### src/rtl/tt_tbuf_bus_arb.sv
// Round-robin enable sequencer for N_REQ tristate drivers sharing one net.
// At most one TE_B is low, with a dead time between owners so drivers never fight.
module tt_tbuf_bus_arb #(
  parameter int N_REQ       = 4,
  parameter int DEAD_CYCLES = 2,
  parameter int MAX_HOLD    = 0,
  parameter int HOLD_W      = 8
) (
  input  logic                     clk,
  input  logic                     rst_n,
  input  logic [N_REQ-1:0]         req,
  input  logic                     force_off,
  output logic [N_REQ-1:0]         tbuf_tx,
  output logic [N_REQ-1:0]         grant,
  output logic [$clog2(N_REQ)-1:0] owner_id,
  output logic                     bus_busy,
  output logic                     preempt
);
  localparam int ID_W = $clog2(N_REQ);
  localparam int D    = (DEAD_CYCLES < 1) ? 1 : DEAD_CYCLES;
  localparam int TC_W = (D < 2) ? 1 : $clog2(D);
  localparam logic [TC_W-1:0]  TC_LAST = TC_W'(D - 1);
  localparam logic [N_REQ-1:0] ONE     = N_REQ'(1);

  typedef enum logic [1:0] {ST_IDLE, ST_DRIVE, ST_TURN} state_t;

  state_t            state_q, state_d;
  logic [N_REQ-1:0]  tbuf_tx_q, tbuf_tx_d;
  logic [ID_W-1:0]   owner_q, owner_d;
  logic [ID_W-1:0]   last_q, last_d;
  logic              busy_q, busy_d;
  logic              preempt_q, preempt_d;
  logic [HOLD_W-1:0] hold_q, hold_d;
  logic [TC_W-1:0]   tcnt_q, tcnt_d;

  logic              pick_valid;
  logic [ID_W-1:0]   pick_id;
  logic              others_waiting;
  logic              hold_reached;
  logic              release_c;
  logic              limit_c;

  // First set request scanning upward from last+1 with wrap; the index is kept
  // one bit wider so the wrap also works when N_REQ is not a power of two.
  function automatic logic [ID_W:0] rr_pick(input logic [N_REQ-1:0] r,
                                            input logic [ID_W-1:0]  last);
    logic [ID_W:0]   idx;
    logic            found;
    logic [ID_W-1:0] win;
    found = 1'b0;
    win   = '0;
    for (int k = 1; k <= N_REQ; k++) begin
      idx = {1'b0, last} + (ID_W+1)'(k);
      if (idx >= (ID_W+1)'(N_REQ)) idx = idx - (ID_W+1)'(N_REQ);
      if (!found && r[idx[ID_W-1:0]]) begin
        found = 1'b1;
        win   = idx[ID_W-1:0];
      end
    end
    return {found, win};
  endfunction

  assign {pick_valid, pick_id} = rr_pick(req, last_q);
  assign others_waiting = |(req & ~(ONE << owner_q));

  // Once the hold limit has been reached the owner yields as soon as anyone else asks.
  if (MAX_HOLD == 0) begin : g_no_limit
    assign hold_reached = 1'b0;
  end else if (MAX_HOLD == 1) begin : g_limit_one
    assign hold_reached = 1'b1;
  end else begin : g_limit
    assign hold_reached = (hold_q >= HOLD_W'(MAX_HOLD - 1));
  end

  assign release_c = !req[owner_q] || force_off;
  assign limit_c   = hold_reached && others_waiting;

  always_comb begin
    state_d   = state_q;
    tbuf_tx_d = tbuf_tx_q;
    owner_d   = owner_q;
    last_d    = last_q;
    busy_d    = busy_q;
    preempt_d = 1'b0;
    hold_d    = hold_q;
    tcnt_d    = tcnt_q;
    case (state_q)
      ST_DRIVE: begin
        hold_d = (&hold_q) ? hold_q : hold_q + 1'b1;
        if (release_c || limit_c) begin
          state_d   = ST_TURN;
          tbuf_tx_d = '1;
          busy_d    = 1'b0;
          tcnt_d    = '0;
          preempt_d = !release_c;
        end
      end
      ST_TURN: begin
        if (tcnt_q != TC_LAST) begin
          tcnt_d = tcnt_q + 1'b1;
        end else begin
          state_d = ST_IDLE;
        end
      end
      default: ;
    endcase
    // Arbitration point: idle, or the final dead-time cycle.
    if ((state_q == ST_IDLE || (state_q == ST_TURN && tcnt_q == TC_LAST)) &&
        pick_valid && !force_off) begin
      state_d   = ST_DRIVE;
      tbuf_tx_d = ~(ONE << pick_id);
      owner_d   = pick_id;
      last_d    = pick_id;
      busy_d    = 1'b1;
      hold_d    = '0;
    end
  end

  always_ff @(posedge clk or negedge rst_n) begin
    if (!rst_n) begin
      state_q   <= ST_IDLE;
      tbuf_tx_q <= '1;
      owner_q   <= '0;
      last_q    <= ID_W'(N_REQ - 1);
      busy_q    <= 1'b0;
      preempt_q <= 1'b0;
      hold_q    <= '0;
      tcnt_q    <= '0;
    end else begin
      state_q   <= state_d;
      tbuf_tx_q <= tbuf_tx_d;
      owner_q   <= owner_d;
      last_q    <= last_d;
      busy_q    <= busy_d;
      preempt_q <= preempt_d;
      hold_q    <= hold_d;
      tcnt_q    <= tcnt_d;
    end
  end

  assign tbuf_tx  = tbuf_tx_q;
  assign grant    = ~tbuf_tx_q;
  assign owner_id = owner_q;
  assign bus_busy = busy_q;
  assign preempt  = preempt_q;

  assert property (@(posedge clk) disable iff (!rst_n) $onehot0(~tbuf_tx_q));

endmodule

### config.mk
export PLATFORM = sky130hd
export DESIGN_NAME = tt_tbuf_bus_arb
export DESIGN_NICKNAME = d
export VERILOG_FILES = /design/src/rtl/tt_tbuf_bus_arb.sv
export SDC_FILE = /design/constraint.sdc
export NUM_CORES = 1
export LEC_CHECK = 0
export ABC_AREA = 1
export BUFFER_PORTS_ARGS = -buffer_cell sky130_fd_sc_hd__clkbuf_2
export CAP_MARGIN = 0
export CORE_UTILIZATION = 35
export DETAILED_ROUTE_END_ITERATION = 16
export PLACE_DENSITY = 0.58
export SYNTH_ARGS = -nofsm -noshare
export SYNTH_HDL_FRONTEND = slang
export SYNTH_SLANG_ARGS = --single-unit
export TNS_END_PERCENT = 100
### constraint.sdc
create_clock -name clk -period 3.55 [get_ports clk]
set_input_delay 0.5325 -clock clk [delete_from_list [all_inputs] [get_ports clk]]
set_output_delay 0.5325 -clock clk [all_outputs]
set_load 0.02 [all_outputs]
Word level (Yosys, flattened, before mapping)

Index checks and enable logic that the tools add are counted.

Register bits: 13
Bits in latches: 0
Memory bits (writable): 0
Bits in read-only memories: 0
Bits of input ports: 7
Output and inout port bits: 12
Logic and storage cells: 91
Memories: 0

Add/subtract/negate cells: 9
Multiply operators: 0
Divide/modulo/power cells: 0
Order comparisons: 9
Equal/unequal tests: 5
Shifts and indexed selects: 1
Mux-type cells: 36
Bitwise logic cells: 2
Reduce and logical (&&, ||, !) cells: 22

Operators by type and width:

| operator              | count |
|---|---|
| $mux W2               | 11 |
| $lt A2 B3 Y1 const B  | 5 |
| $mux W1               | 15 |
| $ge A3 B3 Y1 const B  | 4 |
| $mux W4               | 3 |
| $bmux W1 S2           | 5 |
| $not A4 Y4            | 2 |
| $sub A2 B1 Y2 const B | 4 |
| $add A2 B2 Y3 const B | 2 |
| $logic_and A1 B1 Y1   | 6 |
| $logic_not A1 Y1      | 6 |
| $reduce_bool A2 Y1    | 3 |
| $pmux W2 S2           | 1 |
| $reduce_and A2 Y1     | 2 |
| $shl A1 B2 Y4 const A | 1 |
| $add A2 B1 Y3 const B | 1 |
| $add A2 B3 Y3 const B | 1 |
| $ne A3 B2 Y1 const B  | 1 |
| $ne A3 B3 Y1 const B  | 1 |
| $reduce_and A3 Y1     | 1 |
| $reduce_bool A3 Y1    | 1 |
| $eq A2 B1 Y1 const B  | 1 |
| $eq A2 B2 Y1 const B  | 1 |
| $logic_not A2 Y1      | 1 |
| other kinds (4)       | 5 |

Depth between registers and ports, before layout

Gate-level depths: netlist (run 1).

Word-level depth: 19
Mapped depth: 14
Mapped depth without buffers: 13

Least setup slack after synthesis (run 1)

No wires, ideal clock.

Path type: flip-flop to flip-flop
Start: register last_q[0]
End: register owner_q[1] (netlist: owner_id[1])
Setup time: 0.122 ns
Arrival: 1.438 ns
Required time: 3.428 ns
Setup slack: 1.990 ns
Stages on the path, launching flop included: 13
Buffers on the path: 1
Period minus slack after synthesis: 1.560 ns
Path through: dfstp_2 > buf_6 > inv_8 > nand2_2 > nand2_1 > nand2_1 > nand2_2 > nor2_4 > nand3_2 > nand2_4 > inv_6 > nand2_1 > o21ai_1

Word-level cells in the longest chain between the ends: 17
Elaborated cells between the ends (all ways): 40
Those cells by class: add/sub: 8; order compare: 4; mux: 20; reduce/logical: 8

RTL lines:

| element                                              | RTL line | source |
|---|---|---|
| start: declaration                                   | 30       | `logic [ID_W-1:0] last_q, last_d;` |
| start signal: assignment                             | 124      | `last_q <= ID_W'(N_REQ - 1);` |
| start signal: assignment                             | 133      | `last_q <= last_d;` |
| $add A2 B1 Y3                                        | 53       | `idx = {1'b0, last} + (ID_W+1)'(k);` |
| $ge A3 B3 Y1 / $sub A2 B1 Y2 (equally long branches) | 54       | `if (idx >= (ID_W+1)'(N_REQ)) idx = idx - (ID_W+1)'(N_REQ);` |
| $mux W2                                              | 54       |  |
| $bmux W1 S2                                          | 55       | `if (!found && r[idx[ID_W-1:0]]) begin` |
| $mux W1 (implied by the code)                        | 55       |  |
| $mux W1                                              | 55       |  |
| $logic_not A1 Y1                                     | 55       |  |
| $logic_and A1 B1 Y1                                  | 55       |  |
| $mux W1                                              | 55       |  |
| $logic_not A1 Y1                                     | 55       |  |
| $logic_and A1 B1 Y1                                  | 55       |  |
| $mux W1                                              | 55       |  |
| $logic_not A1 Y1                                     | 55       |  |
| $logic_and A1 B1 Y1                                  | 55       |  |
| $mux W1                                              | 55       |  |
| $logic_and A1 B1 Y1                                  | 108      | `if ((state_q == ST_IDLE \|\| (state_q == ST_TURN && tcnt_q == TC_LAST)) &&` |
| $logic_and A1 B1 Y1                                  | 109      | `pick_valid && !force_off) begin` |
| end signal: assignment                               | 132      | `owner_q <= owner_d;` |
| end: declaration                                     | 29       | `logic [ID_W-1:0] owner_q, owner_d;` |

Parallel ways exist; a longest one is shown, timed or not. The select of a mux whose other input is x is not followed.
A chain may end at the register's enable or synchronous reset.

Worst setup path after layout (run 1)

Ends and elaborated chain as after synthesis.

==> key figures, run 1 <==
Status
  – Outcome: finished clean

Setup path
  – Crit-path slowest cell: sky130_fd_sc_hd__dfstp_2
  – Critical path type: reg2reg
  – Worst path most repeated cell: sky130_fd_sc_hd__nand2_1
  – Count of cell instances traversed by the critical path: 11
  – Largest incremental delay on the critical path: 670 ps
  – Endpoint type of the worst setup path: flip-flop
  – Critical-path maximum fanout: 10
  – Critical path buffer and inverter count: 2
  – Critical path data required time: 3710 ps
  – Critical Path Start Type: flip-flop
  – Cells on worst reg2reg path: 11
  – Cells along the critical path: inv_8, nand2_1, nand2_1, nand2_2, nand2_2, nor2_4, nand3_2, nand2_4, inv_6, nand2_1, o21ai_1
  – Arrival time of data at the critical path endpoint: 1890 ps
  – Top delay family on crit path: simple AND/OR/NAND/NOR gates

Die
  – Height of the die: 51.5 um
  – Count of boundary I/O pins: 19
  – Core footprint: 2250 um2
  – Die Footprint: 2650 um2
  – Row count: 17
  – Die width: 51.5 um
  – Initial Utilization: 38.0%

Clock network
  – Post-CTS Hold Buffers: 0
  – Post-CTS setup repair buffer count: 0
  – TritonCTS Sinks: 12
  – Number of buffers inserted during clock tree synthesis: 3
  – Clk buf depth: 2
  – Root buf cell: sky130_fd_sc_hd__clkbuf_4
  – Later-pin clock latency in the skew report: 270 ps
  – H-Tree Depth: 1
  – Clock-pin transition on the worst setup and hold timing paths: 80 ps
  – CTS tree: done
  – Resized cells post-CTS: 0

Min path
  – Worst hold path type: in2async

Flow run
  – Reported max-cap violation count: 0

Timing
  – RSZ-0062 raised after global routing: false
  – Setup Viol. Count Final: 0
  – Largest clock skew in the final design: 4.12 ps
  – Maximum operating frequency: 577 MHz
  – Hold violation total from the final report: 0
  – Final critical-path share of the clock period: 48.8%
  – Tmin final: 1730 ps
  – Final Worst Setup Slack: 1820 ps
  – Setup TNS: 0 ps
  – Slew Limit Fails: 0

Global route
  – Largest net degree at the start of global routing: 13
  – Vias in the first global route: 679
  – Wire length of the first global-routing pass: 2900 um
  – Global-route total usage across every layer: 14.7%
  – Antenna violations before repair: 0
  – GR Overflow Total: 0

Pwr
  – Proportion of power drawn by combinational gates: 24.4%
  – Sequential share of power: 44.0%
  – Power density over cell area: 344 nW/um2
  – Worst supply voltage drop on vdd: 0.000217 V
  – Power share of the clock group: 31.5%
  – Switching part of the total power: 31.4%
  – Switching power: 0.000107 W
  – Cell internal pwr: 0.000234 W
  – Standby leakage power: 0.574 nW

Yosys
  – Area share of the largest cell type after synthesis: 18.9%
  – Top cells by area in the synthesized netlist: sky130_fd_sc_hd__nand2_1 19%, sky130_fd_sc_hd__dfstp_2 18%, sky130_fd_sc_hd__dfrtp_1 18%, sky130_fd_sc_hd__nand2_2 9.5%, sky130_fd_sc_hd__inv_1 7.0%
  – Post-Syn Nets: 135
  – Average cell area after synthesis: 6.69 um2
  – Netlist Area Pre-Place: 856 um2
  – Cell count after synthesis: 128
  – Warnings from Yosys: 0
  – FF+latch count, synth: 12
  – Number of different library cells in the post-synthesis netlist: 22
  – Leading area contributor after synthesis: sky130_fd_sc_hd__nand2_1
  – Sequential area share after synthesis: 36.0%

Detailed routing
  – Detailed-router iteration count before antenna repair: 4
  – Routed via count: 803
  – Number of violations reported at the end of detailed-routing iteration 0: 19
  – Overall routed net length: 1710 um
  – DRC violations left: 0
  – Average routed wire per standard cell: 9.76 um
  – Remaining number of nets flagged by the antenna check after routing: 0
  – Vias per cell: 4.59

Layout
  – Most common cell after layout, fill and taps aside: sky130_fd_sc_hd__nand2_1
  – Most frequent cells in the layout: 43 x sky130_fd_sc_hd__nand2_1, 17 x sky130_fd_sc_hd__clkbuf_2, 16 x sky130_fd_sc_hd__inv_1
  – Post-layout net count: 155
  – Area grow syn2layout: 16.1%
  – Post-route standard cell area excluding fillers: 993 um2
  – Share of final-layout standard cells stronger than drive strength 1: 33.3%
  – Filler-free cell count of the finished design: 175
  – Total inserted antenna cells: 0

Place
  – Half-perimeter wire length of the detailed placement result: 1360 um
  – Place WS: 1840 ps
  – Final weighted congestion of routability-driven global placement: 0.820
  – Placed instance area: 957 um2
  – # port buffers: 17
  – Post-Place Cells: 171
-- layout make-up --
class	instances	area, um2
sequential	12	308
inverter	21	91.3
clock buffer	4	36.3
tap	28	35.0
timing repair buffer	17	85.1
multi-input combinational	93	438
fill	240	1260
-- power groups by stage --
stage                     logic [W]  registers [W]  clock network [W]
after floorplan           0.0000596       0.000156                  0
after global placement    0.0000840       0.000153                  0
final                     0.0000835       0.000150           0.000108
after global routing      0.0000933       0.000151           0.000119
after detailed placement  0.0000837       0.000153                  0
after CTS                 0.0000841       0.000150           0.000113
-- sequential cells by signal (all words and copies together) (netlist names) --
name / flops
bus_busy: 1
last_q: 2
state_q: 2
tbuf_tx: 4
tcnt_q: 1
owner_id: 2
-- metal layers --
layer,GRT usage (%),routed length [um]
met5,0,0
met4,8.11,33
met2,23.4,837
met1,19.2,788
met3,1.79,48
-- cells by family after synthesis --
group                  after synthesis  synth area share, %
AOI/OAI and AO/OA                   14                 8.63
buffers and inverters               23                 12.9
DFF                                 12                 36.0
other                                1                0.438
and+or+nand+nor                     78                 42.1
-- per-stage QoR --
step / hold slack [ps] / utilization, % / power [W]
final: 130 / 44.1 / 0.000342
after global routing: 133 / 44.1 / 0.000364
after CTS: 128 / 44.1 / 0.000347
after detailed placement: 433 / 42.5 / 0.000237
after global placement: 427 / 42.5 / 0.000237
after floorplan: 237 / - / 0.000215
-- synth_stat cells, drive strengths merged --
library cell  number
a211oi             1
conb               1
a31oi              1
nand3             10
inv               21
dfstp              6
nor2              11
buf                2
dfrtp              6
nand2             57
a21oi              5
o21ai              7
-- final timing paths --
check	slack [ps]	startpoint	endpoint
hold reg to reg	490	bus_busy$_DFFE_PN0P_	bus_busy$_DFFE_PN0P_
hold / removal	130	rst_n	bus_busy$_DFFE_PN0P_
min in group clk	490	bus_busy$_DFFE_PN0P_	bus_busy$_DFFE_PN0P_
max in group asynchronous	3130	rst_n	tbuf_tx[0]$_DFFE_PN1P_
setup / recovery	1820	last_q[0]$_DFFE_PN1P_	owner_id[1]$_DFFE_PN0P_
setup reg to reg	1820	last_q[0]$_DFFE_PN1P_	owner_id[1]$_DFFE_PN0P_
Power figures use the tool's default switching activity.
==> run 2, diff against run 1 <==
- ABC_AREA: 1 -> 0
- PLACE_DENSITY: 0.58 -> 0.62
- clock period: 3.55 -> 1.5 ns (I/O delays scaled with it)
==> run 2 against run 1 <==
Effect of this change: the flow now finishes with violations (negative setup slack); maximum frequency rose by 9.7%; hold slack improved by 220 ps; clock skew fell by 3.0 ps; sequential cell count did not move; critical path type unchanged.
==> key figures, run 2 <==
Timing
  – Slew Limit Fails: 0 (unchanged)
  – Hold violation total from the final report: 0 (unchanged)
  – Setup TNS: -358 ps (-358 ps)
  – Setup Viol. Count Final: 9 (+9)
  – Final critical-path share of the clock period: 105% (+56 points)
  – Largest clock skew in the final design: 1.11 ps (-3.01 ps)
  – RSZ-0062 raised after global routing: true
  – Maximum operating frequency: 633 MHz (+9.7%)
  – Tmin final: 1580 ps (-153 ps)
  – Final Worst Setup Slack: -79.6 ps (-1900 ps)

Layout
  – Share of final-layout standard cells stronger than drive strength 1: 62.8% (+29 points)
  – Area grow syn2layout: 35.2%
  – Max FFs per register: 4 (unchanged)
  – FF/Latch Area: 309 um2 (+0.41%)
  – Post-layout net count: 94 (-39%)
  – Most common cell after layout, fill and taps aside: sky130_fd_sc_hd__clkbuf_2
  – Total inserted antenna cells: 0 (unchanged)
  – Area occupied by multi-input gates: 328 um2 (-25%)
  – Most frequent cells in the layout: 17 x sky130_fd_sc_hd__clkbuf_2, 11 x sky130_fd_sc_hd__buf_4, 7 x sky130_fd_sc_hd__inv_1
  – Fill cell count: 179 (-25%)
  – Final standard cell utilization of the core: 51.5% (+7.4 points)

Die
  – Die width: 45.8 um (-11%)
  – Height of the die: 45.8 um (-11%)
  – Core footprint: 1760 um2 (-22%)
  – Die Footprint: 2100 um2 (-21%)
  – Row count: 15 (-2)
  – Count of boundary I/O pins: 19 (unchanged)
  – Initial Utilization: 38.1% (+0.13 points)

Clock network
  – Later-pin clock latency in the skew report: 260 ps (about the same)
  – Clk buf depth: 2 (unchanged)
  – Number of buffers inserted during clock tree synthesis: 3 (unchanged)
  – Clock-pin transition on the worst setup and hold timing paths: 70 ps (about the same)
  – Root buf cell: sky130_fd_sc_hd__clkbuf_4
  – H-Tree Depth: 1 (unchanged)
  – CTS tree: done
  – TritonCTS Sinks: 12 (unchanged)

Detailed routing
  – Overall routed net length: 1450 um (-15%)
  – Detailed-router iteration count before antenna repair: 3 (-1)
  – Remaining number of nets flagged by the antenna check after routing: 0 (unchanged)
  – Number of violations reported at the end of detailed-routing iteration 0: 10 (-9)
  – DRC violations left: 0 (unchanged)
  – Average routed wire per standard cell: 13.1 um (+34%)
  – Routed via count: 567 (-29%)
  – Vias per cell: 5.11 (+11%)

Yosys
  – Post-synth top cells: 7 x sky130_fd_sc_hd__inv_1, 6 x sky130_fd_sc_hd__dfrtp_1, 6 x sky130_fd_sc_hd__dfstp_2
  – FF+latch count, synth: 12 (unchanged)
  – Area share of the largest cell type after synthesis: 23.5% (+4.6 points)
  – Top cells by area in the synthesized netlist: sky130_fd_sc_hd__dfstp_2 23%, sky130_fd_sc_hd__dfrtp_1 22%, sky130_fd_sc_hd__mux2_4 8.9%, sky130_fd_sc_hd__a32oi_1 5.2%, sky130_fd_sc_hd__inv_1 3.9%
  – Sequential area share after synthesis: 45.8% (+9.8 points)
  – Share of flip-flops with an asynchronous set or reset: 100% (unchanged)
  – Cell count after synthesis: 55 (-57%)
  – Dominant synthesized flop cell: sky130_fd_sc_hd__dfstp_2
  – Dominant cell by count in the synthesized netlist: sky130_fd_sc_hd__inv_1
  – Average cell area after synthesis: 12.2 um2 (+83%)
  – Leading area contributor after synthesis: sky130_fd_sc_hd__dfstp_2
  – Number of different library cells in the post-synthesis netlist: 28 (+27%)
  – Post-Syn Nets: 62 (-54%)
  – Warnings from Yosys: 0 (unchanged)
  – Netlist Area Pre-Place: 672 um2 (-21%)
  – Number of enable-type register cells in the synthesized netlist: 0 (unchanged)

Flow run
  – Reported max-cap violation count: 0 (unchanged)

Pwr
  – Standby leakage power: 0.454 nW (-21%)
  – Switching power: 0.000768 W (+610%)
  – PnR Total Power: 0.00200 W (+480%)
  – Sequential share of power: 34.0% (-10 points)
  – Power density over cell area: 2200 nW/um2 (+540%)
  – Proportion of power drawn by combinational gates: 53.7% (+29 points)
  – Switching part of the total power: 38.4% (+7.0 points)
  – Cell internal pwr: 0.00123 W (+430%)
  – Worst supply voltage drop on vdd: 0.00117 V (+440%)
  – Power share of the clock group: 12.3% (-19 points)

Setup path
  – Critical path data required time: 1650 ps (-2060 ps)
  – Endpoint type of the worst setup path: flip-flop
  – Launch instance of the worst register-to-register path: last_q[0]$_DFFE_PN1P_
  – Critical Path Start Type: flip-flop
  – Arrival time of data at the critical path endpoint: 1730 ps (-160 ps)
  – Reg2reg end: owner_id[1]$_DFFE_PN0P_
  – FF-to-FF setup slack: -80 ps (-1900 ps)
  – Critical path type: reg2reg
  – Cells on worst reg2reg path: 3 (-8)
  – Critical-path maximum fanout: 4 (-6)

Status
  – Failing checks: negative setup slack
  – Outcome: complete, but fails checks

Global route
  – Wire length of the first global-routing pass: 2270 um (-22%)
  – Largest net degree at the start of global routing: 13 (unchanged)
  – GR Overflow Total: 0 (unchanged)
  – Vias in the first global route: 518 (-24%)
  – Antenna violations before repair: 0 (unchanged)
  – Global-route total usage across every layer: 15.5% (+0.80 points)

Min path
  – Hold path startpoint: force_off
  – Cell depth of the worst min-delay path: 4
  – Worst hold path type: in2reg
  – Hold Path End: tbuf_tx[1]$_DFFE_PN1P_

Place
  – # port buffers: 17 (unchanged)
  – Final weighted congestion of routability-driven global placement: 0.761 (-7.2%)
-- run 2: changes by cell type in the layout (fill, tap and decap cells not counted), sizes merged, moves of 6 or more --
cell and change:
inv -14, nand2 -56, o21ai -6, nor2 -10, buf +11, nand3 -10
-- run 2: logic make-up (layout without fill, tap and decap cells) --
kind of cell | after synthesis | in the layout | synth area share [%]
AND/OR/NAND/NOR | 8 | 8 | 9.68
buffers and inverters | 9 | 40 | 6.70
multiplexers | 7 | 7 | 15.8
other | 1 | 1 | 0.558
flip-flops | 12 | 12 | 45.8
AO/OA/AOI/OAI | 18 | 18 | 21.4
-- run 2: how the worst max path moves through the flow --
stage,end,from
floorplan,bus_busy$_DFFE_PN0P_,owner_id[1]$_DFFE_PN0P_
global placement,owner_id[1]$_DFFE_PN0P_,last_q[0]$_DFFE_PN1P_
detailed placement,tcnt_q$_DFFE_PN0P_,owner_id[1]$_DFFE_PN0P_
CTS,owner_id[1]$_DFFE_PN0P_,last_q[0]$_DFFE_PN1P_
global route,state_q[0]$_DFFE_PN0P_,owner_id[1]$_DFFE_PN0P_
finish,owner_id[1]$_DFFE_PN0P_,last_q[0]$_DFFE_PN1P_
-- run 2: critical path: stages (launching register included) --
cell	delay (ps)
sky130_fd_sc_hd__dfstp_2	560
sky130_fd_sc_hd__and3b_2	220
sky130_fd_sc_hd__o32a_1	420
sky130_fd_sc_hd__mux2_4	280
-- run 2: through the flow --
step                area [um2]  instances  setup slack, ps  hold slack, ps
finish                     908        111            -79.6             351
detailed placement         842        105            -70.0             121
floorplan                  669         55            -74.9           -70.6
CTS                        905        111            -73.9             334
global placement           842        105            -55.8             120
global route               908        111             -117             355
-- run 2: power by group through the flow --
| stage | registers, W | clock network [W] | logic (W) |
|---|---|---|---|
| finish | 0.000680 | 0.000246 | 0.00107 |
| global route | 0.000705 | 0.000280 | 0.00116 |
| CTS | 0.000680 | 0.000260 | 0.00107 |
| detailed placement | 0.000681 | 0 | 0.00102 |
| global placement | 0.000674 | 0 | 0.000991 |
| floorplan | 0.000766 | 0 | 0.000594 |
-- run 2: metal layers --
metal | GRT usage (%) | vias to the layer above | routed length [um] | share of wire [%]
met1 | 19.1 | 271 | 678 | 47
met4 | 3.53 | 0 | 0 | 0
met5 | 0 | - | 0 | 0
li1 | - | 275 | - | -
met3 | 5.95 | 0 | 47 | 3.2
met2 | 25.7 | 21 | 725 | 50
-- run 2: layout make-up --
| cell class | instances | share of cell area (%) |
|---|---|---|
| multi-input cells | 34 | 36.1 |
| clock buffers | 4 | 3.99 |
| repair buffers | 29 | 19.6 |
| flip-flops and latches | 12 | 34.0 |
| inverters | 7 | 2.89 |
| well taps | 25 | 3.44 |
-- run 2: what timing repair did --
action | CTS | global route
pin swaps | 3 | 2
hold buffers | 1 | 0
gates resized for setup | 1 | 1
hold endpoints to repair | 6 | 0
setup endpoints to repair | 10 | 11
setup buffers | 1 | 0
==> run 3, diff against run 2 <==
- PLACE_DENSITY: 0.62 -> not set
==> run 3 against run 2 <==
Effect of this change: the run still ends with negative setup slack left; combinational power is 4% lower; sequential power is 0.9% lower; worst setup slack worse by 24 ps; global-route usage is 2.4 points higher; total power is 1.6% lower; core utilization is 1.1 points lower; via count is 0.35% lower; hold slack worse by 3.3 ps; largest cell class unchanged.
==> key figures, run 3 (synthesis gave the netlist of run 2 again) <==
Status
  – Outcome: complete, but fails checks
  – Failing checks: negative setup slack

Clock network
  – Later-pin clock latency in the skew report: 270 ps (about the same)
  – TritonCTS Sinks: 12 (unchanged)
  – Clk buf depth: 2 (unchanged)
  – H-Tree Depth: 1 (unchanged)
  – CTS tree: done
  – Clock-pin transition on the worst setup and hold timing paths: 80 ps (about the same)
  – Number of buffers inserted during clock tree synthesis: 3 (unchanged)
  – Root buf cell: sky130_fd_sc_hd__clkbuf_4
  – Post-CTS setup repair buffer count: 0 (-1)

Timing
  – Largest clock skew in the final design: 5.36 ps (+4.26 ps)
  – Slew Limit Fails: 0 (unchanged)
  – Tmin final: 1600 ps (+23.7 ps)
  – Hold violation total from the final report: 0 (unchanged)
  – Final Worst Setup Slack: -103 ps (-23.7 ps)
  – RSZ-0062 raised after global routing: true
  – Maximum operating frequency: 624 MHz (-1.5%)
  – Post-Route Hold Slack: 348 ps (-3.35 ps)
  – Setup Viol. Count Final: 10 (+1)
  – Final critical-path share of the clock period: 107% (+1.6 points)

Detailed routing
  – Routed via count: 565 (-0.35%)
  – Average routed wire per standard cell: 13.3 um (+1.6%)
  – Remaining number of nets flagged by the antenna check after routing: 0 (unchanged)
  – DRC violations left: 0 (unchanged)
  – Number of violations reported at the end of detailed-routing iteration 0: 9 (-1)
  – Overall routed net length: 1430 um (-1.2%)
  – Vias per cell: 5.23 (+2.4%)
  – Detailed-router iteration count before antenna repair: 4 (+1)

Global route
  – Wire length of the first global-routing pass: 2550 um (+12%)
  – Antenna violations before repair: 0 (unchanged)
  – Largest net degree at the start of global routing: 13 (unchanged)
  – Vias in the first global route: 566 (+9.3%)
  – Global-route total usage across every layer: 17.9% (+2.4 points)
  – GR Overflow Total: 0 (unchanged)

Pwr
  – Standby leakage power: 0.443 nW (-2.5%)
  – Worst supply voltage drop on vdd: 0.00108 V (-7.2%)
  – Switching part of the total power: 39.4% (+0.95 points)
  – Sequential share of power: 34.3% (+0.3 points)
  – Power density over cell area: 2210 nW/um2 (+0.48%)
  – Proportion of power drawn by combinational gates: 52.4% (-1.3 points)
  – Cell internal pwr: 0.00119 W (-3.1%)
  – Switching power: 0.000774 W (+0.84%)
  – Power share of the clock group: 13.3% (+1.0 points)

Layout
  – Most frequent cells in the layout: 17 x sky130_fd_sc_hd__clkbuf_2, 8 x sky130_fd_sc_hd__buf_4, 7 x sky130_fd_sc_hd__inv_1
  – Total inserted antenna cells: 0 (unchanged)
  – Post-layout net count: 91 (-3.2%)
  – Max FFs per register: 4 (unchanged)
  – Most common cell after layout, fill and taps aside: sky130_fd_sc_hd__clkbuf_2
  – Area grow syn2layout: 32.4%
  – Share of final-layout standard cells stronger than drive strength 1: 61.4% (-1.3 points)
  – Filler-free cell count of the finished design: 108 (-2.7%)

Setup path
  – Critical path type: reg2reg
  – Critical-path maximum fanout: 4 (unchanged)
  – Arrival time of data at the critical path endpoint: 1760 ps (+30 ps)
  – Cells on worst reg2reg path: 3 (unchanged)
  – Critical Path Start Type: flip-flop
  – Critical path data required time: 1660 ps (about the same)
  – Endpoint type of the worst setup path: flip-flop

Die
  – Initial Utilization: 38.1% (unchanged)
  – Die width: 45.8 um (unchanged)
  – Core footprint: 1760 um2 (unchanged)
  – Row count: 15 (unchanged)
  – Die Footprint: 2100 um2 (unchanged)
  – Count of boundary I/O pins: 19 (unchanged)
  – Height of the die: 45.8 um (unchanged)

Place
  – # port buffers: 17 (unchanged)
  – Post-Place Cells: 103 (-1.9%)
  – Place WS: -79.1 ps (-9.07 ps)
  – Half-perimeter wire length of the detailed placement result: 1060 um
  – Final weighted congestion of routability-driven global placement: 0.791 (+3.9%)

Min path
  – Worst hold path type: in2reg
  – Cell depth of the worst min-delay path: 4 (unchanged)

Flow run
  – Reported max-cap violation count: 0 (unchanged)
run 3: cell types whose count changed in the layout (fill, tap and decap cells not counted), sizes merged:
| cell | change |
|---|---|
| buf | -3 |
run 3: critical path, cell delays in order, from the launching register on:
cell	delay (ps)
sky130_fd_sc_hd__dfstp_2	560
sky130_fd_sc_hd__and3b_2	210
sky130_fd_sc_hd__o32a_1	430
sky130_fd_sc_hd__mux2_4	290
run 3: power groups by stage:
stage	Sequential, W	Clock, W	Combinational, W
floorplan	0.000766	0	0.000594
global placement	0.000674	0	0.000967
detailed placement	0.000680	0	0.000988
CTS	0.000676	0.000267	0.00103
global route	0.000705	0.000284	0.00112
finish	0.000674	0.000261	0.00103
run 3: what timing repair did:
item | CTS | global route
gates cloned | 0 | 0
pin swaps | 4 | 1
endpoints found under the setup margin | 10 | 11
hold buffers | 1 | 0
hold endpoints to repair | 6 | 0
resized for setup | 2 | 0
run 3: cell type report:
type,instances,area (um2)
Inverter,7,26.3
Sequential cell,12,309
Fill cell,187,875
Timing Repair Buffer,26,155
Tap cell,25,31.3
Multi-Input combinational cell,34,332
Clock buffer,4,36.3
run 3: path summary, 6_finish.rpt:
path                                            to                   from  slack (ps)
max                        owner_id[1]$_DFFE_PN0P_  last_q[0]$_DFFE_PN1P_        -100
min                         tbuf_tx[0]$_DFFE_PN1P_              force_off         350
max reg2reg                owner_id[1]$_DFFE_PN0P_  last_q[0]$_DFFE_PN1P_        -100
min reg2reg                   bus_busy$_DFFE_PN0P_   bus_busy$_DFFE_PN0P_         500
max in group asynchronous   tbuf_tx[3]$_DFFE_PN1P_                  rst_n         840
min in group asynchronous       tcnt_q$_DFFE_PN0P_                  rst_n         380
run 3: routing by layer:
metal / track usage [%] / share of wire, % / wire length, um
met1: 22.4 / 46 / 660
met2: 27.4 / 49 / 699
met3: 5.56 / 4.2 / 60
met4: 9.41 / 0.84 / 12
met5: 0 / 0 / 0
run 3: per-stage QoR:
step                      total power (W)  setup TNS (ps)  util [%]  area (um2)
after floorplan                   0.00136            -231         -         669
after global routing              0.00211            -945      50.4         890
after global placement            0.00164            -406      46.9         827
final                             0.00197            -410      50.4         890
after detailed placement          0.00167            -586      46.9         827
after CTS                         0.00198            -452      50.4         890
